--- config.mk ---
export PLATFORM = sky130hd
export DESIGN_NAME = bus_txn_scheduler_flat
export DESIGN_NICKNAME = d
export VERILOG_FILES = /design/src/rtl/bus_txn_scheduler_if.sv /design/src/rtl/bus_txn_scheduler.sv /design/src/flat_wrapper.sv
export SDC_FILE = /design/constraint.sdc
export NUM_CORES = 1
export LEC_CHECK = 0
export BUFFER_PORTS_ARGS = -buffer_cell sky130_fd_sc_hd__buf_2
export CORE_AREA = 2 2 99 101
export DETAILED_ROUTE_END_ITERATION = 8
export DIE_AREA = 0 0 101 103
export PLACE_DENSITY_LB_ADDON = 0.15
export SYNTH_ARGS = -nofsm -noshare
export SYNTH_HDL_FRONTEND = slang
export SYNTH_SLANG_ARGS = --single-unit
--- constraint.sdc ---
create_clock -name clk -period 2.08 [get_ports clk]
set_clock_uncertainty 0.15 [all_clocks]
set_input_delay 0.312 -clock clk [delete_from_list [all_inputs] [get_ports clk]]
set_output_delay 0.312 -clock clk [all_outputs]
set_load 0.01 [all_outputs]
--- src/rtl/bus_txn_scheduler_if.sv ---
// rtl/bus_txn_scheduler_if.sv - cache-side and Sysbus-side handshake bundle for bus_txn_scheduler
//  ic_*  : I-cache request/response handshake (reqcyc, req, reqtag, reqack, respcyc, respack)
//  dc_*  : D-cache request/response handshake (same set)
//  bus_* : Sysbus request/response handshake (reqcyc, req, reqtag, reqack, respcyc, respack, resptag)
//  modport master : the scheduler (drives bus_req* toward Sysbus, acks/responses toward caches)
//  modport slave  : the environment (caches plus Sysbus)
interface bus_txn_scheduler_if #(
    parameter int BUS_DATA_WIDTH = 64,
    parameter int BUS_TAG_WIDTH  = 13
);
    logic                      ic_reqcyc;
    logic [BUS_DATA_WIDTH-1:0] ic_req;
    logic [BUS_TAG_WIDTH-1:0]  ic_reqtag;
    logic                      ic_reqack;
    logic                      ic_respcyc;
    logic                      ic_respack;

    logic                      dc_reqcyc;
    logic [BUS_DATA_WIDTH-1:0] dc_req;
    logic [BUS_TAG_WIDTH-1:0]  dc_reqtag;
    logic                      dc_reqack;
    logic                      dc_respcyc;
    logic                      dc_respack;

    logic                      bus_reqcyc;
    logic [BUS_DATA_WIDTH-1:0] bus_req;
    logic [BUS_TAG_WIDTH-1:0]  bus_reqtag;
    logic                      bus_reqack;
    logic                      bus_respcyc;
    logic                      bus_respack;
    logic [BUS_TAG_WIDTH-1:0]  bus_resptag;

    modport master (
        input  ic_reqcyc, ic_req, ic_reqtag, ic_respack,
        output ic_reqack, ic_respcyc,
        input  dc_reqcyc, dc_req, dc_reqtag, dc_respack,
        output dc_reqack, dc_respcyc,
        output bus_reqcyc, bus_req, bus_reqtag, bus_respack,
        input  bus_reqack, bus_respcyc, bus_resptag
    );

    modport slave (
        output ic_reqcyc, ic_req, ic_reqtag, ic_respack,
        input  ic_reqack, ic_respcyc,
        output dc_reqcyc, dc_req, dc_reqtag, dc_respack,
        input  dc_reqack, dc_respcyc,
        input  bus_reqcyc, bus_req, bus_reqtag, bus_respack,
        output bus_reqack, bus_respcyc, bus_resptag
    );
endinterface

--- src/rtl/bus_txn_scheduler.sv ---
// rtl/bus_txn_scheduler.sv - round-robin whole-transaction sharing of the Sysbus port between I-cache and D-cache
//  clk       : clock, all state on posedge
//  reset     : synchronous active-low reset
//  bif       : bus_txn_scheduler_if.master (ic_*, dc_*, bus_* handshakes)
//  sched_err : one-cycle pulse on read-response timeout
//  Optional feature macro: SCHED_TIMEOUT_EN (read-response idle timeout; sched_err tied 0 without it)
module bus_txn_scheduler #(
    parameter int BUS_DATA_WIDTH = 64,
    parameter int BUS_TAG_WIDTH  = 13,
    parameter int BEATS          = 8,
    parameter int TIMEOUT        = 1023
) (
    input  logic                  clk,
    input  logic                  reset,
    bus_txn_scheduler_if.master   bif,
    output logic                  sched_err
);
    localparam int CW = $clog2(BEATS) + 1;

    typedef enum logic [1:0] {
        ST_IDLE,
        ST_ADDR,
        ST_WDATA,
        ST_RRESP
    } state_t;

    state_t                   state, state_nx;
    logic                     owner_dc, owner_dc_nx;
    logic                     last_dc, last_dc_nx;
    logic [CW-1:0]            beat_cnt, beat_cnt_nx;
    logic [BUS_TAG_WIDTH-1:0] tag_q, tag_nx;

    logic                      own_reqcyc;
    logic [BUS_DATA_WIDTH-1:0] own_req;
    logic [BUS_TAG_WIDTH-1:0]  own_reqtag;
    logic                      own_respack;
    logic                      resp_valid;
    logic                      resp_beat;
    logic                      last_beat;

    assign own_reqcyc  = owner_dc ? bif.dc_reqcyc  : bif.ic_reqcyc;
    assign own_req     = owner_dc ? bif.dc_req     : bif.ic_req;
    assign own_reqtag  = owner_dc ? bif.dc_reqtag  : bif.ic_reqtag;
    assign own_respack = owner_dc ? bif.dc_respack : bif.ic_respack;

    // Responses carrying a foreign tag belong to nobody here and are ignored.
    assign resp_valid = bif.bus_respcyc && (bif.bus_resptag == tag_q);
    assign resp_beat  = (state == ST_RRESP) && resp_valid && own_respack;
    assign last_beat  = (beat_cnt == CW'(BEATS - 1));

`ifdef SCHED_TIMEOUT_EN
    localparam int TOW = $clog2(TIMEOUT + 1);
    logic [TOW-1:0] idle_cnt;
    logic           timeout_hit;

    assign timeout_hit = (state == ST_RRESP) && !resp_beat && (idle_cnt == TOW'(TIMEOUT - 1));

    always_ff @(posedge clk) begin
        if (!reset) begin
            idle_cnt  <= '0;
            sched_err <= 1'b0;
        end else begin
            sched_err <= timeout_hit;
            if (state != ST_RRESP || resp_beat) begin
                idle_cnt <= '0;
            end else begin
                idle_cnt <= idle_cnt + 1'b1;
            end
        end
    end
`else
    assign sched_err = 1'b0;
`endif

    always_ff @(posedge clk) begin
        if (!reset) begin
            state    <= ST_IDLE;
            owner_dc <= 1'b0;
            last_dc  <= 1'b0;
            beat_cnt <= '0;
            tag_q    <= '0;
        end else begin
            state    <= state_nx;
            owner_dc <= owner_dc_nx;
            last_dc  <= last_dc_nx;
            beat_cnt <= beat_cnt_nx;
            tag_q    <= tag_nx;
        end
    end

    always_comb begin
        state_nx        = state;
        owner_dc_nx     = owner_dc;
        last_dc_nx      = last_dc;
        beat_cnt_nx     = beat_cnt;
        tag_nx          = tag_q;
        bif.bus_reqcyc  = 1'b0;
        bif.bus_req     = '0;
        bif.bus_reqtag  = '0;
        bif.bus_respack = 1'b0;
        bif.ic_reqack   = 1'b0;
        bif.dc_reqack   = 1'b0;
        bif.ic_respcyc  = 1'b0;
        bif.dc_respcyc  = 1'b0;

        case (state)
            ST_IDLE: begin
                // Grant is registered; on contention the master that did not win last time goes next.
                if (bif.ic_reqcyc || bif.dc_reqcyc) begin
                    owner_dc_nx = (bif.ic_reqcyc && bif.dc_reqcyc) ? !last_dc : bif.dc_reqcyc;
                    last_dc_nx  = owner_dc_nx;
                    state_nx    = ST_ADDR;
                end
            end
            ST_ADDR: begin
                bif.bus_reqcyc = own_reqcyc;
                bif.bus_req    = own_req;
                bif.bus_reqtag = own_reqtag;
                bif.ic_reqack  = !owner_dc && bif.bus_reqack;
                bif.dc_reqack  = owner_dc && bif.bus_reqack;
                if (!own_reqcyc) begin
                    state_nx = ST_IDLE;
                end else if (bif.bus_reqack) begin
                    tag_nx      = own_reqtag;
                    beat_cnt_nx = '0;
                    state_nx    = own_reqtag[BUS_TAG_WIDTH-1] ? ST_RRESP : ST_WDATA;
                end
            end
            ST_WDATA: begin
                bif.bus_reqcyc = own_reqcyc;
                bif.bus_req    = own_req;
                bif.bus_reqtag = own_reqtag;
                bif.ic_reqack  = !owner_dc && bif.bus_reqack;
                bif.dc_reqack  = owner_dc && bif.bus_reqack;
                if (own_reqcyc && bif.bus_reqack) begin
                    beat_cnt_nx = beat_cnt + 1'b1;
                    if (last_beat) begin
                        state_nx = ST_IDLE;
                    end
                end
            end
            ST_RRESP: begin
                bif.ic_respcyc  = !owner_dc && resp_valid;
                bif.dc_respcyc  = owner_dc && resp_valid;
                bif.bus_respack = resp_valid && own_respack;
                if (resp_beat) begin
                    beat_cnt_nx = beat_cnt + 1'b1;
                    if (last_beat) begin
                        state_nx = ST_IDLE;
                    end
                end
`ifdef SCHED_TIMEOUT_EN
                else if (timeout_hit) begin
                    state_nx = ST_IDLE;
                end
`endif
            end
            default: begin
                state_nx = ST_IDLE;
            end
        endcase
    end
endmodule

--- src/flat_wrapper.sv ---
// flat-port wrapper written by rule: the top's interface ports become plain ports
module bus_txn_scheduler_flat 
#(
    parameter int BUS_DATA_WIDTH = 64,
    parameter int BUS_TAG_WIDTH  = 13,
    parameter int BEATS          = 8,
    parameter int TIMEOUT        = 1023
)
  (clk, reset, sched_err, bif_ic_reqcyc, bif_ic_req, bif_ic_reqtag, bif_ic_respack, bif_ic_reqack, bif_ic_respcyc, bif_dc_reqcyc, bif_dc_req, bif_dc_reqtag, bif_dc_respack, bif_dc_reqack, bif_dc_respcyc, bif_bus_reqcyc, bif_bus_req, bif_bus_reqtag, bif_bus_respack, bif_bus_reqack, bif_bus_respcyc, bif_bus_resptag);
  bus_txn_scheduler_if #(.BUS_DATA_WIDTH(BUS_DATA_WIDTH), .BUS_TAG_WIDTH(BUS_TAG_WIDTH)) bif_i ();
  input  logic clk;
  input  logic reset;
  output logic sched_err;
  input wire logic [$bits(bif_i.ic_reqcyc)-1:0] bif_ic_reqcyc;
  input wire logic [$bits(bif_i.ic_req)-1:0] bif_ic_req;
  input wire logic [$bits(bif_i.ic_reqtag)-1:0] bif_ic_reqtag;
  input wire logic [$bits(bif_i.ic_respack)-1:0] bif_ic_respack;
  output wire logic [$bits(bif_i.ic_reqack)-1:0] bif_ic_reqack;
  output wire logic [$bits(bif_i.ic_respcyc)-1:0] bif_ic_respcyc;
  input wire logic [$bits(bif_i.dc_reqcyc)-1:0] bif_dc_reqcyc;
  input wire logic [$bits(bif_i.dc_req)-1:0] bif_dc_req;
  input wire logic [$bits(bif_i.dc_reqtag)-1:0] bif_dc_reqtag;
  input wire logic [$bits(bif_i.dc_respack)-1:0] bif_dc_respack;
  output wire logic [$bits(bif_i.dc_reqack)-1:0] bif_dc_reqack;
  output wire logic [$bits(bif_i.dc_respcyc)-1:0] bif_dc_respcyc;
  output wire logic [$bits(bif_i.bus_reqcyc)-1:0] bif_bus_reqcyc;
  output wire logic [$bits(bif_i.bus_req)-1:0] bif_bus_req;
  output wire logic [$bits(bif_i.bus_reqtag)-1:0] bif_bus_reqtag;
  output wire logic [$bits(bif_i.bus_respack)-1:0] bif_bus_respack;
  input wire logic [$bits(bif_i.bus_reqack)-1:0] bif_bus_reqack;
  input wire logic [$bits(bif_i.bus_respcyc)-1:0] bif_bus_respcyc;
  input wire logic [$bits(bif_i.bus_resptag)-1:0] bif_bus_resptag;
  assign bif_i.ic_reqcyc = bif_ic_reqcyc;
  assign bif_i.ic_req = bif_ic_req;
  assign bif_i.ic_reqtag = bif_ic_reqtag;
  assign bif_i.ic_respack = bif_ic_respack;
  assign bif_ic_reqack = bif_i.ic_reqack;
  assign bif_ic_respcyc = bif_i.ic_respcyc;
  assign bif_i.dc_reqcyc = bif_dc_reqcyc;
  assign bif_i.dc_req = bif_dc_req;
  assign bif_i.dc_reqtag = bif_dc_reqtag;
  assign bif_i.dc_respack = bif_dc_respack;
  assign bif_dc_reqack = bif_i.dc_reqack;
  assign bif_dc_respcyc = bif_i.dc_respcyc;
  assign bif_bus_reqcyc = bif_i.bus_reqcyc;
  assign bif_bus_req = bif_i.bus_req;
  assign bif_bus_reqtag = bif_i.bus_reqtag;
  assign bif_bus_respack = bif_i.bus_respack;
  assign bif_i.bus_reqack = bif_bus_reqack;
  assign bif_i.bus_respcyc = bif_bus_respcyc;
  assign bif_i.bus_resptag = bif_bus_resptag;
  bus_txn_scheduler #(.BUS_DATA_WIDTH(BUS_DATA_WIDTH), .BUS_TAG_WIDTH(BUS_TAG_WIDTH), .BEATS(BEATS), .TIMEOUT(TIMEOUT)) u_core (.clk(clk), .reset(reset), .bif(bif_i), .sched_err(sched_err));
endmodule
==> key figures <==
Synth
  – Dominant synthesized flop cell: dfxtp_1
  – Post-Syn Instances: 305
  – EDFF count, synth: 0
  – Commonest cells in the netlist: mux2i_1 (80), nor2b_1 (77), dfxtp_1 (20)
  – Share of the synthesized area in the top cell type: 32.6%
  – Distinct cells, synth: 38
  – Syn Nets: 485
  – Synthesized area per cell: 8.07 um2
  – Syn. warnings: 0
  – Ys async rst share: 0%
  – Count leader, synth: mux2i_1
  – Cell taking the most area after synthesis: mux2i_1
  – Synth area leaders: mux2i_1 (33%), nor2b_1 (20%), dfxtp_1 (16%), a211oi_1 (3.7%), nor2_1 (2.9%)
  – Synthesized flop and latch total: 20
  – Register area share after synthesis: 16.3%
  – Post-Syn Area: 0.00246 mm2

Timing
  – Setup repair after global routing missed its margin: yes
  – Worst-margin pin slew: 0.578 ns
  – Minimum clock period: 2.26 ns
  – Min Hold Slack: 0.120 ns
  – Relative slew slack: 61.4%
  – PnR worst setup slack: -0.177 ns
  – Max-slew violations: 0
  – FMAX: 443 MHz
  – Setup-failing EPs final: 36
  – Part of the cycle the worst path needs: 109%
  – Final Hold Fails: 0

Route
  – Drt drc: 0
  – TritonRoute pass-1 iters: 4
  – 1st-iter DRT viols: 37
  – Wirelength per Cell: 16.1 um
  – Routed vias/inst: 4.63
  – Post-route ant nets: 0
  – Vias: 3258
  – Detailed Route WL: 11.3 mm

Cells and area
  – Final Non-Filler Cells: 704
  – Area Growth Syn to Fin: 116%
  – Nets: 771
  – N_diodes: 0
  – Layout fillers: 883
  – Layout cells sized above 1: 69.2%

Worst setup path
  – Reg-to-reg slack, setup: -0.18 ns
  – Startpoint Class: flip-flop
  – FF-to-FF End: u_core.state[0]
  – CP max FO: 6
  – Worst path required time: 2.10 ns
  – Critical setup path kind: flip-flop to flip-flop
  – R2r worst-path depth: 7
  – Crit path from: u_core.tag_q[9]
  – Arr. time, crit path: 2.27 ns
  – CP Capture Point: u_core.state[0]
  – R2r startpoint: u_core.tag_q[9]
  – CP endpoint kind: flip-flop

Floorplanning
  – Die Wd: 101 um
  – Die height: 103 um
  – Core area: 0.00946 mm2
  – Die area: 0.0104 mm2
  – # rows: 36
  – I/O pin cnt: 259
  – Starting density of the core: 26.0%

Clock network
  – Clock Sink Count: 20
  – Clock transition at path regs: 0.08 ns
  – Clock root buffer master: clkbuf_8
  – Post-CTS Hold Fix Bufs: 0
  – CTS Buffer Depth: 2
  – TritonCTS clock tree: yes
  – H-tree levels: 1
  – CTS Buf Count: 3
  – Skew-Pair Late Insertion Delay: 0.27 ns

Pwr
  – Peak VDD IR: 0.526 mV
  – Pwr dens: 1140 mW/mm2
  – Sequential share of power: 8.2%
  – Comb pwr share: 86.0%
  – Internal: 3820 uW
  – Clk network pwr share: 5.8%
  – Switch Pwr: 2250 uW
  – Net Sw Frac: 37.0%
  – Leak pwr: 0.00254 uW

Worst hold path
  – Hold Path Class: primary input to flip-flop

Job
  – Max-cap violations: 0

GRT
  – Grt ovf: 0
  – Gr usage total: 18.7%
  – Initial antenna violation count: 0
  – First-pass GRT wire length: 15.4 mm
  – Largest net degree at the start of global routing: 26
  – Vias in the first global route: 2977

Placed design
  – DP HPWL: 8.18 mm
  – GPL Wtd Cong: 0.824
  – Post-Place Cells: 677
  – Port Buffers: 257

Status
  – Failing checks: setup timing
  – Status: finished with violations
flip-flops by register name, indices dropped and copies added, names as in the netlist:
register,cells
u_core.beat_cnt,4
u_core.owner_dc,1
u_core.state,2
u_core.tag_q,13
how the worst min path moves through the flow:
stage / from / to / slack, ns / cells after the start
finish: bif_ic_reqcyc / u_core.owner_dc / 0.12 / 2
global route: bif_ic_reqcyc / u_core.owner_dc / 0.13 / 2
CTS: bif_ic_reqcyc / u_core.owner_dc / 0.11 / 2
detailed placement: u_core.beat_cnt[3] / u_core.beat_cnt[3] / 0.33 / 1
global placement: u_core.beat_cnt[3] / u_core.beat_cnt[3] / 0.31 / 1
floorplan: bif_ic_reqcyc / u_core.owner_dc / 0.28 / 1
logic make-up (layout without fill, tap and decap cells):
family	Yosys count	after routing	synth area share (%)
AND/OR/NAND/NOR	124	124	29.3
multiplexers	82	82	33.5
buffers and inverters	33	318	5.19
AO/OA/AOI/OAI	32	32	10.2
flip-flops	20	20	16.3
XOR/XNOR	8	8	2.85
adder cells (fa/ha/maj)	5	5	2.54
other	1	1	0.152
stage by stage:
step / utilization [%] / setup slack (ns) / TNS (ns) / power, uW / area [um2]
finish: 56.2 / -0.177 / -2.17 / 6070 / 5320
global placement: 43.0 / -0.209 / -1.03 / 3530 / 4070
CTS: 48.5 / -0.180 / -2.63 / 5050 / 4590
global route: 56.2 / -0.266 / -4.63 / 6410 / 5320
floorplan: - / -0.00165 / -0.00165 / 2330 / 2490
detailed placement: 43.0 / -0.262 / -1.30 / 3540 / 4070
area by class of cell:
class,count,area [um2],share of cell area (%)
Clock buffer,4,66.3,1.25
Inverter,9,38.8,0.730
Multi-Input combinational cell,252,2470,46.6
Sequential cell,20,413,7.77
Tap cell,114,143,2.68
Timing Repair Buffer,305,2180,41.0
power by group through the flow:
stage                     clock, uW  sequential (uW)  combinational, uW
after CTS                       357              499               4190
after global placement            0              495               3040
final                           351              500               5220
after floorplan                   0              491               1830
after global routing            373              508               5530
after detailed placement          0              498               3050
worst max-delay path: stages (launching register included):
cell      delay, ns
dfxtp_2        0.33
xnor2_1        0.12
nand4_1        0.16
or4_4          0.59
buf_4          0.17
o21ai_4        0.26
a21oi_1        0.11
a311oi_1       0.26
what timing repair did:
action                                  CTS  global route
resized for setup                        34           134
cloned                                    7             2
pin swaps                                17             3
setup buffers                            15             3
endpoints found under the setup margin   82            71
cell usage in the layout (no fill, tap or decap), types with 3 or more instances in the layout:
cell type    n
a211oi_1    12
a21oi_1      5
buf_12       9
buf_16       6
buf_2      223
buf_4       20
buf_6       42
buf_8        3
clkbuf_16    3
clkbuf_8     3
dfxtp_1     12
dfxtp_2      7
ha_1         3
inv_1        5
mux2i_1     59
mux2i_2     14
mux2i_4      7
nand2_1      7
nand2b_1     3
nand3_1      3
nor2_1      18
nor2b_1     28
nor2b_2      6
nor2b_4     43
o22ai_1      3
xnor2_1      3
xor2_1       3
per-layer routing:
metal  wire length [um]  track usage [%]  vias up  part of all wire [%]
met5                  0                0        -                     0
met4                 99             3.22        0                  0.88
met3                744             4.68        8                   6.6
met2               5950             32.5      109                    53
met1               4520             23.9     1505                    40
li1                   -                -     1636                     -
No activity file was read; power rests on OpenSTA's default activity.
